$ cat config.mk
export PLATFORM = sky130hd
export DESIGN_NAME = jtopl_ch_bank
export DESIGN_NICKNAME = d
export VERILOG_FILES = /design/src/rtl/jtopl_ch_bank.sv
export SDC_FILE = /design/constraint.sdc
export NUM_CORES = 1
export LEC_CHECK = 0
export BUFFER_PORTS_ARGS = -buffer_cell sky130_fd_sc_hd__buf_2
export CORE_UTILIZATION = 60
export DETAILED_ROUTE_END_ITERATION = 8
export GPL_TIMING_DRIVEN = 1
export PLACE_DENSITY_LB_ADDON = 0.12
export SYNTH_ARGS = -nofsm -noshare
export SYNTH_HDL_FRONTEND = slang
export SYNTH_SLANG_ARGS = --single-unit
$ cat constraint.sdc
create_clock -name clk -period 21.2 [get_ports clk]
set_clock_uncertainty 0.15 [all_clocks]
set_input_delay 4.24 -clock clk [delete_from_list [all_inputs] [get_ports clk]]
set_output_delay 4.24 -clock clk [all_outputs]
set_load 0.02 [all_outputs]
$ cat src/rtl/jtopl_ch_bank.sv
// jtopl_ch_bank: per-channel OPL register bank (9 x BANKS channels).
// Presents fnum/block/keyon/fb/con/outen in operator-slot order, supports
// 4-op channel pairing, rhythm key-on override and a req/ack write port
// that commits when the addressed channel's modulator slot passes.
module jtopl_ch_bank #(
  parameter int BANKS    = 2,
  parameter int OPL_TYPE = 3
) (
  input  logic       clk,
  input  logic       rst,
  input  logic       cen,
  input  logic       wr_req,
  input  logic [1:0] wr_reg,
  input  logic       wr_bank,
  input  logic [3:0] wr_ch,
  input  logic [7:0] din,
  output logic       busy,
  output logic       wr_ack,
  input  logic       rhy_en,
  input  logic [4:0] rhy_kon,
  output logic       zero,
  output logic       bank,
  output logic [1:0] group,
  output logic [2:0] sub,
  output logic       op,
  output logic [9:0] fnum_I,
  output logic [2:0] block_I,
  output logic       keyon_I,
  output logic [2:0] fb_I,
  output logic       con_I,
  output logic [3:0] outen_I,
  output logic       four_op_I,
  output logic       four_op_sec_I
);

  localparam int NCH = 9 * BANKS;

  typedef enum logic [1:0] {
    REG_A0   = 2'd0,
    REG_B0   = 2'd1,
    REG_C0   = 2'd2,
    REG_MASK = 2'd3
  } wr_reg_e;

  // Slot counter and registered rhythm enable
  logic       bank_q;
  logic [1:0] group_q;
  logic [2:0] sub_q;
  logic       rhy_en_q;

  // Channel memory, 4-op mask and 4-op holding registers
  logic [9:0]  fnum_q  [NCH];
  logic [2:0]  block_q [NCH];
  logic        kon_q   [NCH];
  logic [2:0]  fb_q    [NCH];
  logic        con_q   [NCH];
  logic [3:0]  outen_q [NCH];
  logic [5:0]  mask_q;
  logic [13:0] hold_q  [3];   // {kon, block, fnum} of primary channel 0..2

  // Write-port holding registers
  logic       busy_q, ack_q;
  wr_reg_e    wreg_q;
  logic       wbank_q;
  logic [3:0] wch_q;
  logic [7:0] wdin_q;

  // Current slot decode
  logic       cur_op;
  logic [2:0] sub_mod;
  logic [3:0] cur_ch;
  logic [4:0] cur_idx;
  logic [1:0] pair_c;
  logic [2:0] mask_idx;
  logic [7:0] mask_ext;

  assign cur_op   = (sub_q >= 3'd3);
  assign sub_mod  = cur_op ? (sub_q - 3'd3) : sub_q;
  assign cur_ch   = ({2'b00, group_q} * 4'd3) + {1'b0, sub_mod};
  assign cur_idx  = (bank_q ? 5'd9 : 5'd0) + {1'b0, cur_ch};
  assign pair_c   = (cur_ch < 4'd3) ? cur_ch[1:0] : 2'(cur_ch - 4'd3);
  assign mask_idx = (bank_q ? 3'd3 : 3'd0) + {1'b0, pair_c};
  assign mask_ext = {2'b00, mask_q};

  // Write request decode
  logic       w_valid;
  logic [4:0] w_idx;
  logic       commit_ch;
  logic       retire;

  assign w_valid   = (wch_q <= 4'd8) && ((BANKS > 1) || !wbank_q);
  assign w_idx     = (wbank_q ? 5'd9 : 5'd0) + {1'b0, wch_q};
  assign commit_ch = busy_q && w_valid && (wreg_q != REG_MASK) && cen &&
                     (bank_q == wbank_q) && (cur_ch == wch_q) && !cur_op;
  assign retire    = busy_q && ((wreg_q == REG_MASK) || !w_valid || commit_ch);

  // Slot counter: sub 0..5, group 0..2, bank 0..BANKS-1; rhythm enable sampled per slot
  // NOTE: state registers use non-blocking assignments so every flop samples pre-edge values.
  always_ff @(posedge clk or negedge rst) begin
    if (!rst) begin
      bank_q   <= 1'b0;
      group_q  <= 2'd0;
      sub_q    <= 3'd0;
      rhy_en_q <= 1'b0;
    end else if (cen) begin
      rhy_en_q <= rhy_en;
      if (sub_q == 3'd5) begin
        sub_q <= 3'd0;
        if (group_q == 2'd2) begin
          group_q <= 2'd0;
          bank_q  <= (bank_q == 1'(BANKS - 1)) ? 1'b0 : ~bank_q;
        end else begin
          group_q <= group_q + 2'd1;
        end
      end else begin
        sub_q <= sub_q + 3'd1;
      end
    end
  end

  // Write handshake: latch request, retire on matching slot (or at once for mask/invalid)
  always_ff @(posedge clk or negedge rst) begin
    if (!rst) begin
      busy_q  <= 1'b0;
      ack_q   <= 1'b0;
      wreg_q  <= REG_A0;
      wbank_q <= 1'b0;
      wch_q   <= 4'd0;
      wdin_q  <= 8'd0;
      mask_q  <= 6'd0;
    end else begin
      ack_q <= 1'b0;
      if (!busy_q) begin
        if (wr_req) begin
          busy_q  <= 1'b1;
          wreg_q  <= wr_reg_e'(wr_reg);
          wbank_q <= wr_bank;
          wch_q   <= wr_ch;
          wdin_q  <= din;
        end
      end else if (retire) begin
        busy_q <= 1'b0;
        ack_q  <= 1'b1;
        if (wreg_q == REG_MASK) mask_q <= wdin_q[5:0];
      end
    end
  end

  // Channel memory write on commit
  // NOTE: the channel memory is flop-based and cleared on reset, so no RAM macro is inferred.
  always_ff @(posedge clk or negedge rst) begin
    if (!rst) begin
      for (int i = 0; i < NCH; i++) begin
        fnum_q[i]  <= 10'd0;
        block_q[i] <= 3'd0;
        kon_q[i]   <= 1'b0;
        fb_q[i]    <= 3'd0;
        con_q[i]   <= 1'b0;
        outen_q[i] <= 4'd0;
      end
    end else if (commit_ch) begin
      case (wreg_q)
        REG_A0: fnum_q[w_idx][7:0] <= wdin_q;
        REG_B0: begin
          kon_q[w_idx]       <= wdin_q[5];
          block_q[w_idx]     <= wdin_q[4:2];
          fnum_q[w_idx][9:8] <= wdin_q[1:0];
        end
        REG_C0: begin
          outen_q[w_idx] <= wdin_q[7:4];
          fb_q[w_idx]    <= wdin_q[3:1];
          con_q[w_idx]   <= wdin_q[0];
        end
        default: ;
      endcase
    end
  end

  // Capture primary channel pitch/key-on on its carrier slot for the paired secondary
  always_ff @(posedge clk or negedge rst) begin
    if (!rst) begin
      for (int i = 0; i < 3; i++) hold_q[i] <= 14'd0;
    end else if (cen && cur_op && (cur_ch < 4'd3)) begin
      hold_q[cur_ch[1:0]] <= {kon_q[cur_idx], block_q[cur_idx], fnum_q[cur_idx]};
    end
  end

  // Output mux: memory head, 4-op substitution, rhythm override
  // NOTE: every output of this block gets a default first so no latch is inferred.
  always_comb begin
    fnum_I        = fnum_q[cur_idx];
    block_I       = block_q[cur_idx];
    keyon_I       = kon_q[cur_idx];
    fb_I          = fb_q[cur_idx];
    con_I         = con_q[cur_idx];
    outen_I       = (OPL_TYPE == 3) ? outen_q[cur_idx] : 4'hF;
    four_op_I     = 1'b0;
    four_op_sec_I = 1'b0;
    if ((OPL_TYPE == 3) && (cur_ch < 4'd6) && mask_ext[mask_idx]) begin
      four_op_I = 1'b1;
      if (cur_ch >= 4'd3) begin
        four_op_sec_I               = 1'b1;
        {keyon_I, block_I, fnum_I}  = hold_q[pair_c];
      end
    end
    if (rhy_en_q && !bank_q) begin
      case (cur_ch)
        4'd6: keyon_I = rhy_kon[4];
        4'd7: begin
          keyon_I = cur_op ? rhy_kon[3] : rhy_kon[0];
          con_I   = 1'b1;
        end
        4'd8: begin
          keyon_I = cur_op ? rhy_kon[1] : rhy_kon[2];
          con_I   = 1'b1;
        end
        default: ;
      endcase
    end
  end

  assign busy   = busy_q;
  assign wr_ack = ack_q;
  assign zero   = !bank_q && (group_q == 2'd0) && (sub_q == 3'd0);
  assign bank   = bank_q;
  assign group  = group_q;
  assign sub    = sub_q;
  assign op     = cur_op;

endmodule

==> results.md, run 1 <==
* Outcome: complete, no violations
* EDFF count, synth at 0
* Clock Pin Slew Worst Setup and Hold Paths at 0.06 ns
* Grt total ovfl at 0
* Clk_lat worst skew at between 0.5 and 0.6 ns
* Via count at 13235
* Critical Path RT at roughly 17 ns
* Final instance area at around 25000 um^2
* Adder-Cell Fraction of Synth Area at 0.0154
* Wire per inst at 24.7 um
* Maximum clock frequency at a little over 80 MHz
* Compound-cell area share of the yosys netlist at 0.0342
* Top cells by count, synth: dfrtp_1 (468), mux2_2 (379), mux2_1 (102)
* Number of global-route vias before repair at between 10000 and 15000
* Yosys cell types at 57
* ANT cells at 0
* Sequential Area at between 10000 and 15000 um^2
* First-pass DRT Iterations at 5
* Die ar. at 38300 um^2
* Hold Violations, Final at 0
* Multi-input gate area at approximately 10000 um^2
* Simple-gate share of the synthesized area at 0.0485
* Nets at 1628
* Cts hold-fix bufs at 0
* RSZ-0062 raised after global routing: no
* Fin Setup TNS at 0 ns
* Crit path cell chain: ha_1 -> ha_1 -> a211o_1 -> a21oi_1 -> fa_1 -> inv_1 -> ha_1 -> inv_1 -> fa_1 -> xor2_1 -> clkinv_1 -> nor2_1 -> mux2i_1 -> inv_1 -> fa_1 -> mux2i_1 -> o22ai_1 -> o21ai_0 -> buf_4 -> inv_1 -> nor4b_1 -> o31ai_1 -> buf_2
* Max-Cap Viols at 0
* Postcts setup bufs at 0
* Ranking of synthesized cells by area: dfrtp_1 (52%), mux2_2 (19%), mux4_2 (8.6%)
* Slowest stage delay, CP at 0.80 ns
* Count leader, synth: dfrtp_1
* Placed Area at roughly 23000 um^2
* Final WS setup at ~9.1 ns
* Slew Limit Fails at 0
* Initial antenna violation count at 0
* Chip height at approximately 200 um
* Clk root buf: clkbuf_16
* Final period util at 0.570
* Met3 usage at 0.0471
* # resized after CTS at 0
* CP Class: flip-flop to output port
* DP Worst Slack at 9.76 ns
* Post-Route WL at about 51000 um
* Synth Area per Inst at approximately 14 um^2
* Top cell type's share of synthesized area at 0.520
* Clock buffer depth at 3
* Starting density of the core at 0.612
* #FFs+latches synth at 468
* Type of element capturing the critical path: output port
* Slew headroom at 0.219
* Pin count of the biggest net entering global routing at 108
* Num CTS Buffers at slightly below 50
* Worst-Margin Slew at roughly 1.2 ns
* Startpoint class of the critical path: flip-flop
* Core footprint at 36800 um^2
* Setup-failing EPs final at 0
* CTS tree: done
* Seq/Total Area, Yosys at 0.520
* Vias per cell at 6.36
* Post-synthesis mux area share at 0.352
* CP Data Arrival Time at a little under 8 ns
* Die X at roughly 200 um
* Layout cell share with drive strength beyond 1 at 0.397
* Cell count after synthesis at ~1600
* Net count after synthesis at around 1600
* Mapped Area at 22500 um^2
* Top Usage Layer GRT: met2
* Final Critical Period at 12.09 ns
* I/O pin total at 59
* # H-tree levels at 2
* Largest family of logic cells by synthesized area: multiplexers
* Hpwl dp at 32400 um
* DRT iter0 DRCs at between 800 and 900
* Synth warn at 0
* DRC viols at 0
* Synth area leader: dfrtp_1
* Xor/xnor cell area share of the yosys netlist at 0.00528
* Top_reg_cell synth: dfrtp_1
* Rows at 70
* Critical path's slowest cell: mux2i_1
* Gpl congestion at roughly 0.89
* Cell repeated most along the worst path: inv_1
* Min-Delay Path Class: flip-flop to flip-flop
* Met2 GRT Util at 0.427
* All-layer global routing usage at 0.282
* Number of fill cells at between 2000 and 3000
* GRT met1 Usage at 0.420
* I/O Buffers at slightly below 60
* Area grow syn2layout at 9.72%
* Post-DRT Antenna Nets at 0
* Global-route wire length before repair at 82200 um
* Crit-path max FO at 15
* Async SR Flop Fraction at 1.00
* # clock sinks at around 470
==> sequential cells by signal, summed over array words and instances, names as in the netlist, 3 cells and up <==
name and count:
fnum_q 180, wdin_q 8, hold_q 42, sub 3
con_q 18, kon_q 18, wch_q 4, fb_q 54
block_q 54, mask_q 6, outen_q 72
==> kinds of logic (layout without fill, tap and decap cells) <==
kind of cell / Yosys count / in the layout
AND/OR/NAND/NOR: 186 / 186
multiplexers: 625 / 625
AO/OA/AOI/OAI: 114 / 114
buffers and inverters: 139 / 183
flip-flops: 468 / 468
XOR/XNOR: 12 / 12
adder cells (fa/ha/maj): 26 / 26
==> final timing paths <==
kind	startpoint	slack, ns	cells after the start	end
worst max-delay path	sub[0]	9.11	23	keyon_I
worst min-delay path	fb_q[52]	0.34	1	fb_q[52]
worst max register to register	sub[0]	15.06	17	hold_q[36]
worst min register to register	fb_q[52]	0.34	1	fb_q[52]
max in group asynchronous	rst	14.89	3	wdin_q[0]
min in group asynchronous	rst	3.51	1	fb_q[45]
==> worst max-delay path, delay by kind of cell (launching register included) <==
family                   cells  cell delay [ns]
AND/OR/NAND/NOR              2             0.94
multiplexers                 2             1.00
buffers and inverters        7             1.27
XOR/XNOR                     1             0.36
adder cells (fa/ha/maj)      6             2.05
flip-flops                   1             0.45
AO/OA/AOI/OAI                5             1.04
==> cells in the final DEF, fill, tap and decap left out, types with 3 or more instances in the layout <==
cell type / instances
dfrtp_1: 462
mux2_2: 379
mux2_1: 102
mux4_2: 86
mux2i_1: 58
buf_2: 57
clkbuf_16: 51
nand2_1: 34
a21oi_1: 24
nor2_1: 23
o21ai_0: 23
ha_1: 21
nand3b_1: 20
inv_1: 19
buf_4: 17
a21boi_0: 16
nand3_1: 15
and3_1: 15
clkbuf_1: 15
o221ai_1: 14
a2bb2oi_1: 13
and2_1: 12
clkbuf_8: 11
nor2b_1: 10
nand2_2: 10
nand4_1: 9
nand2b_1: 8
o22ai_1: 8
nor3_1: 7
clkinv_2: 7
dfrtp_2: 6
xor2_1: 5
xnor2_1: 5
nor4_4: 3
a211oi_1: 3
fa_1: 3
==> stage by stage <==
stage / util / std cells / hold WS [ns]
finish: 0.672 / 2082 / 0.338
global route: 0.672 / 2082 / 0.353
CTS: 0.672 / 2082 / 0.343
detailed placement: 0.628 / 1994 / 0.328
global placement: 0.628 / 1994 / 0.318
floorplan: - / 1570 / 0.309
==> per-layer routing <==
metal	vias to the layer above	wire (um)
li1	5833	-
met1	7024	24300
met2	290	23500
met3	88	2250
met4	0	1370
met5	-	0
==> final cells by class <==
class	count	share of cell area
sequential	468	0.474
multi-input combinational	963	0.417
clock buffer	77	0.0600
tap	468	0.0237
timing repair buffer	75	0.0173
clock inverter	11	0.00451
inverter	20	0.00304
Power of run 1 is not shown: default switching activity piles up to over one toggle a cycle in this logic, so the estimate is an artifact.
==> run 2, diff against run 1 <==
--- a/config.mk
+++ b/config.mk
@@ -5,8 +5,9 @@
 export SDC_FILE = /design/constraint.sdc
 export NUM_CORES = 1
 export LEC_CHECK = 0
+export ABC_AREA = 1
 export BUFFER_PORTS_ARGS = -buffer_cell sky130_fd_sc_hd__buf_2
-export CORE_UTILIZATION = 60
+export CORE_UTILIZATION = 57
 export DETAILED_ROUTE_END_ITERATION = 8
 export GPL_TIMING_DRIVEN = 1
 export PLACE_DENSITY_LB_ADDON = 0.12
==> constraint.sdc (replaced) <==
create_clock -name clk -period 10.44 [get_ports clk]
set_clock_uncertainty 0.15 [all_clocks]
set_input_delay 2.088 -clock clk [delete_from_list [all_inputs] [get_ports clk]]
set_output_delay 2.088 -clock clk [all_outputs]
set_load 0.02 [all_outputs]
==> run 2 against run 1 <==
  * Critical endpoint is now fnum_I[8]
  * Critical path depth grew 2
  * Setup slack worse by 8.1 ns
  * Cell area up 2.0%
==> results.md, run 2 <==
* Top cells by count, synth: nand2_1 (846), o21ai_0 (537), dfrtp_1 (468)
* Hold Violations, Final at 0 (unchanged)
* Slew headroom at 0.175 (-0.0436)
* Global-route wire length before repair at 104000 um (+26%)
* Top_reg_cell synth: dfrtp_1
* Nets at 2873 (+76%)
* I/O pin total at 59 (unchanged)
* Hpwl dp at 38300 um (+18%)
* Cell repeated most along the worst path: inv_1
* Die ar. at 41600 um^2 (+8.7%)
* RSZ-0062 raised after global routing: no
* Min-Delay Path Class: flip-flop to flip-flop
* CP top delay family: adder cells
* Reg2Reg Setup Slack at 4.39 ns (-10.67 ns)
* Crit-path max FO at 16 (+1)
* CP Class: flip-flop to output port
* Ranking of synthesized cells by area: dfrtp_1 (50%), nand2_1 (14%), o21ai_0 (12%)
* #FFs+latches synth at 468 (unchanged)
* Layout cell share with drive strength beyond 1 at 0.0867 (-0.310)
* # clock sinks at 468 (unchanged)
* First-pass DRT Iterations at 6 (+1)
* Grt total ovfl at 0 (unchanged)
* Area grow syn2layout at 8.35%
* R2r startpoint: sub[0]
* Fin Setup TNS at 0 ns (unchanged)
* Post-DRT Antenna Nets at 0 (unchanged)
* CP Data Arrival Time at 7.24 ns (-0.46 ns)
* Hold Crit Depth at 2 (+1)
* Number of global-route vias before repair at 18634 (+35%)
* Largest registers: fnum_q (180), outen_q (72)
* Pin count of the biggest net entering global routing at 146 (+35%)
* Count leader, synth: nand2_1
* Most flops, register: fnum_q
* Maximum clock frequency at around 110 MHz
* All-layer global routing usage at 0.317 (+0.0351)
* Top cell type's share of synthesized area at 0.503 (-0.0167)
* Yosys cell types at 42 (-26%)
* Cts hold-fix bufs at 0 (unchanged)
* Sequential Area at 11700 um^2 (about the same)
* Final Critical Period at between 9 and 10 ns
* Synth area leader: dfrtp_1
* Max-Cap Viols at 0 (unchanged)
* Seq/Total Area, Yosys at 0.503 (-0.0167)
* Most common cell after layout, fill and taps aside: nand2_1
* Hold_sp: fb_q[12]
* Post-Route WL at 63900 um (+24%)
* Wire per inst at 18.9 um (-24%)
* CP bufs+invs at 7 (unchanged)
* Cells on worst reg2reg path at 17 (unchanged)
* Net count after synthesis at 2936 (+81%)
* Starting density of the core at 0.582 (-0.0307)
* # H-tree levels at 2 (unchanged)
* DRC viols at 0 (unchanged)
* Mapped Area at 23300 um^2 (+3.3%)
* Top Usage Layer GRT: met2
* Startpoint class of the critical path: flip-flop
* Worst-Margin Slew at 1.24 ns (+0.0636 ns)
* I/O Buffers at 58 (unchanged)
* Cell count after synthesis at 2885 (+84%)
* Num CTS Buffers at 51 (+4.1%)
* Clk root buf: clkbuf_16
* Slowest stage delay, CP at 0.81 ns (about the same)
* Type of element capturing the critical path: output port
* Core footprint at 40000 um^2 (+8.8%)
* EDFF count, synth at 0 (unchanged)
* Slew Limit Fails at 0 (unchanged)
* Hold worst-path end: fb_q[12]
* # resized after CTS at 0 (unchanged)
* Max FFs per register at 180 (unchanged)
* Worst r2r dst: fnum_q[11]
* DRT iter0 DRCs at 1960 (+140%)
* Vias per cell at 5.80 (-8.8%)
* GRT met1 Usage at 0.443 (+0.0232)
* Setup-failing EPs final at 0 (unchanged)
* ANT cells at 0 (unchanged)
* Chip height at 204 um (+4.2%)
* Critical Path RT at 8.20 ns (-8.61 ns)
* Critical path's slowest cell: fa_1
* Initial antenna violation count at 0 (unchanged)
* Clk_lat worst skew at 0.61 ns (+0.03 ns)
* Rows at 73 (+4.3%)
* Multi-input gate area at 10100 um^2 (-1.7%)
* Met3 usage at 0.0410 (-0.00613)
* Postcts setup bufs at 0 (unchanged)
* Async SR Flop Fraction at 1.00 (unchanged)
* Clock buffer depth at 3 (unchanged)
* Via count at 19611 (+48%)
* Most frequent cells in the layout: nand2_1 (846), o21ai_0 (537), dfrtp_1 (468)
* Synth warn at 0 (unchanged)
* Outcome: complete, no violations
* Gpl congestion at 0.891 (about the same)
* Met2 GRT Util at 0.501 (+0.0736)
* Die X at 204 um (+4.2%)
* Clock Pin Slew Worst Setup and Hold Paths at 0.06 ns (about the same)
* Synth Area per Inst at 8.07 um^2 (-44%)
* CTS tree: done
* Final period util at 0.907
* Number of fill cells at 3480 (+33%)
## run 2: changes by cell type after synthesis, moves of 34 or more
cell / change
o21ai_1: +43
o21ai_0: +514
nor2_1: +288
inv_1: +125
mux2i_1: -54
mux4_2: -86
mux2_2: -379
nand2_1: +812
o211ai_1: +34
mux2_1: -102
nand3_1: +118
## run 2: final cells by class
cell class	instances	area share
Tap cell	525	0.0260
Clock inverter	8	0.00263
Sequential cell	468	0.464
Multi-Input combinational cell	2075	0.402
Timing Repair Buffer	77	0.0186
Clock buffer	82	0.0640
Inverter	149	0.0223
## run 2: worst register-to-register path: stages (launching register included)
cell and delay [ns]:
dfrtp_1 0.44, ha_1 0.24, ha_1 0.19, nor2_1 0.13, o21ai_2 0.13, o21ai_0 0.23, fa_1 0.45, inv_1 0.07
ha_1 0.14, inv_1 0.06, fa_1 0.81, o21ai_0 0.14, nor2_1 0.20, nand3_2 0.15, nor2_8 0.69, buf_4 0.68
nand4_1 0.70, o21ai_0 0.38
## run 2: worst max path at each step
stage / startpoint / end / slack [ns] / depth (start not counted)
after floorplan: sub[0] / block_I[1] / 2.75 / 27
after global placement: sub[0] / fnum_I[7] / 2.02 / 25
after detailed placement: sub[0] / fnum_I[0] / 1.66 / 25
after CTS: sub[0] / fnum_I[8] / 0.99 / 25
after global routing: sub[0] / fnum_I[2] / 0.21 / 25
final: sub[0] / fnum_I[8] / 0.97 / 25
## run 2: kinds of logic (layout without fill, tap and decap cells)
logic type	after synthesis	in the layout	synth area share
AOI/OAI and AO/OA	670	670	0.151
xor gates and xnor gates	8	8	0.00366
adders and majority gates	26	26	0.0149
buffers and inverters	342	316	0.0646
DFF	468	468	0.503
muxes	4	4	0.00172
and+or+nand+nor	1367	1367	0.261
## run 2: per-layer routing
metal / part of all wire / vias to the layer above
li1: - / 9279
met5: 0 / -
met2: 0.46 / 745
met1: 0.43 / 9443
met3: 0.069 / 144
met4: 0.040 / 0
## run 2: through the flow
step / utilization / hold slack, ns / area [um^2] / setup slack [ns] / cells
after floorplan: - / 0.294 / 23300 / 2.75 / 2885
after global placement: 0.588 / 0.307 / 23500 / 2.02 / 3294
after detailed placement: 0.588 / 0.315 / 23500 / 1.66 / 3294
after CTS: 0.630 / 0.329 / 25200 / 0.995 / 3384
after global routing: 0.630 / 0.347 / 25200 / 0.215 / 3384
final: 0.630 / 0.328 / 25200 / 0.966 / 3384
Power of run 2 is left out for the same reason.
==> run 3, diff against run 2 <==
--- a/config.mk
+++ b/config.mk
@@ -7,7 +7,7 @@
 export LEC_CHECK = 0
 export ABC_AREA = 1
 export BUFFER_PORTS_ARGS = -buffer_cell sky130_fd_sc_hd__buf_2
-export CORE_UTILIZATION = 57
+export CORE_UTILIZATION = 60
 export DETAILED_ROUTE_END_ITERATION = 8
 export GPL_TIMING_DRIVEN = 1
 export PLACE_DENSITY_LB_ADDON = 0.12
==> constraint.sdc (replaced) <==
create_clock -name clk -period 8.8 [get_ports clk]
set_clock_uncertainty 0.15 [all_clocks]
set_input_delay 1.76 -clock clk [delete_from_list [all_inputs] [get_ports clk]]
set_output_delay 1.76 -clock clk [all_outputs]
set_load 0.02 [all_outputs]
==> run 3 against run 2 <==
  * Via count up 0.76%
  * Count of clock-buffer cells in the layout is 5 lower
  * Flip-flop and latch count unchanged
  * Core utilization rose by 3.4 points
  * Global-route usage grew 1.4 points
==> results.md, run 3 (synthesis gave the netlist of run 2 again) <==
* CP Class: flip-flop to output port
* Hpwl dp at 38900 um (+1.4%)
* Chip height at 199 um (-2.5%)
* Finished Core Util at 0.664 (+0.0338)
* DRC viols at 0 (unchanged)
* Largest registers: fnum_q (180), outen_q (72)
* Cells on worst reg2reg path at 18 (+1)
* Die ar. at 39600 um^2 (-5.0%)
* Number of global-route vias before repair at 18577 (-0.31%)
* Post-Layout Cell Count at 3379 (-0.15%)
* Gpl congestion at 0.912 (+2.4%)
* Met2 routed WL at 29300 um (about the same)
* DR WL met3 at 4570 um (+3.7%)
* ANT cells at 0 (unchanged)
* Startpoint class of the critical path: flip-flop
* Wire per inst at 18.7 um (-1.1%)
* Crit-path max FO at 16 (unchanged)
* Cell repeated most along the worst path: inv_1
* Initial antenna violation count at 0 (unchanged)
* Post-DRT Antenna Nets at 0 (unchanged)
* Max-Cap Viols at 0 (unchanged)
* Number of fill cells at 3218 (-7.5%)
* CP Data Arrival Time at 6.42 ns (-0.82 ns)
* Worst r2r dst: fb_q[3]
* Min-Delay Path Class: flip-flop to flip-flop
* Clk_lat worst skew at 0.59 ns (-0.02 ns)
* # clock sinks at 468 (unchanged)
* Slew Limit Fails at 0 (unchanged)
* CP bufs+invs at 7 (unchanged)
* Reg2Reg Setup Slack at 3.10 ns (-1.29 ns)
* Met1 wire length at 27000 um (-2.1%)
* # H-tree levels at 2 (unchanged)
* Post-Route WL at 63000 um (-1.3%)
* I/O Buffers at 58 (unchanged)
* Clk root buf: clkbuf_16
* Clock buffer depth at 3 (unchanged)
* Hold_sp: hold_q[18]
* Via count at 19761 (+0.76%)
* Hold Violations, Final at 0 (unchanged)
* Nets at 2881 (+0.28%)
* Outcome: complete, no violations
* Critical path's slowest cell: fa_2
* Starting density of the core at 0.614 (+0.0318)
* DRT iter0 DRCs at 1932 (-1.4%)
* Max FFs per register at 180 (unchanged)
* Setup-failing EPs final at 0 (unchanged)
* Final period util at 0.947
* Die X at 199 um (-2.5%)
* Global-route wire length before repair at 102000 um (-1.9%)
* Slew headroom at 0.225 (+0.0498)
* Placed insts at 3288 (-0.18%)
* Type of element capturing the critical path: output port
* Critical Path RT at 6.89 ns (-1.31 ns)
* First-pass DRT Iterations at 6 (unchanged)
* Fin Setup TNS at 0 ns (unchanged)
* RSZ-0062 raised after global routing: no
* I/O pin total at 59 (unchanged)
* Num CTS Buffers at 50 (-2.0%)
* Most frequent cells in the layout: nand2_1 (845), o21ai_0 (537), dfrtp_1 (468)
* Area grow syn2layout at 8.25% (about the same)
* Grt total ovfl at 0 (unchanged)
* All-layer global routing usage at 0.331 (+0.0143)
* R2r startpoint: sub[0]
* Maximum clock frequency at ~120 MHz
* Slowest stage delay, CP at 0.75 ns (-0.06 ns)
* Vias per cell at 5.85 (+0.91%)
* Core footprint at 37900 um^2 (-5.2%)
* Pin count of the biggest net entering global routing at 169 (+16%)
* CP top delay family: adder cells
* DR top layer: met4
* Worst-Margin Slew at 1.16 ns (-0.0772 ns)
* Final Critical Period at between 8 and 9 ns
* Most flops, register: fnum_q
* CTS tree: done
* Worst hold slack at 0.327 ns (-0.000390 ns)
* Cts hold-fix bufs at 0 (unchanged)
* Hold Crit Depth at 2 (unchanged)
* Clock Pin Slew Worst Setup and Hold Paths at 0.06 ns (about the same)
* Hold worst-path end: hold_q[18]
* Rows at 71 (-2.7%)
* Most common cell after layout, fill and taps aside: nand2_1
* Layout cell share with drive strength beyond 1 at 0.0879 (+0.00112)
[run 3: area by class of cell]
type | count | area [um^2] | share of cell area
sequential | 468 | 11700 | 0.465
multi-input combinational | 2075 | 10100 | 0.403
clock buffer | 77 | 1470 | 0.0585
tap | 511 | 639 | 0.0254
inverter | 149 | 566 | 0.0224
timing repair buffer | 86 | 548 | 0.0218
clock inverter | 13 | 111 | 0.00442
[run 3: repair_timing]
item	in CTS	in global routing
endpoints found under the hold margin	0	0
resized for setup	1	2
setup buffers	0	1
setup endpoints to repair	1	15
[run 3: tightest hold or removal path, delay by kind of cell, from the launching register on]
family | cells | cell delay, ns
DFF | 1 | 0.34
and+or+nand+nor | 2 | 0.10
[run 3: worst max-delay path by stage]
stage / slack (ns) / to / cells after the start / from
global route: 0.005 / fnum_I[7] / 26 / sub[0]
floorplan: 1.44 / block_I[1] / 27 / sub[0]
finish: 0.47 / fnum_I[7] / 26 / sub[0]
CTS: 0.10 / fnum_I[7] / 25 / sub[0]
global placement: 1.03 / fnum_I[4] / 26 / sub[0]
detailed placement: 0.67 / fnum_I[7] / 26 / sub[0]
[run 3: metrics by stage]
| step | instance area [um^2] | worst slack [ns] |
|---|---|---|
| global placement | 23600 | 1.03 |
| floorplan | 23300 | 1.44 |
| detailed placement | 23600 | 0.668 |
| global route | 25200 | 0.00508 |
| finish | 25200 | 0.467 |
| CTS | 25200 | 0.101 |
[run 3: layer usage]
metal,up-vias,global-route usage
li1,9292,-
met1,9582,0.463
met2,761,0.532
met3,126,0.0378
met4,0,0.126
met5,-,0
Power of run 3 is left out for the same reason.
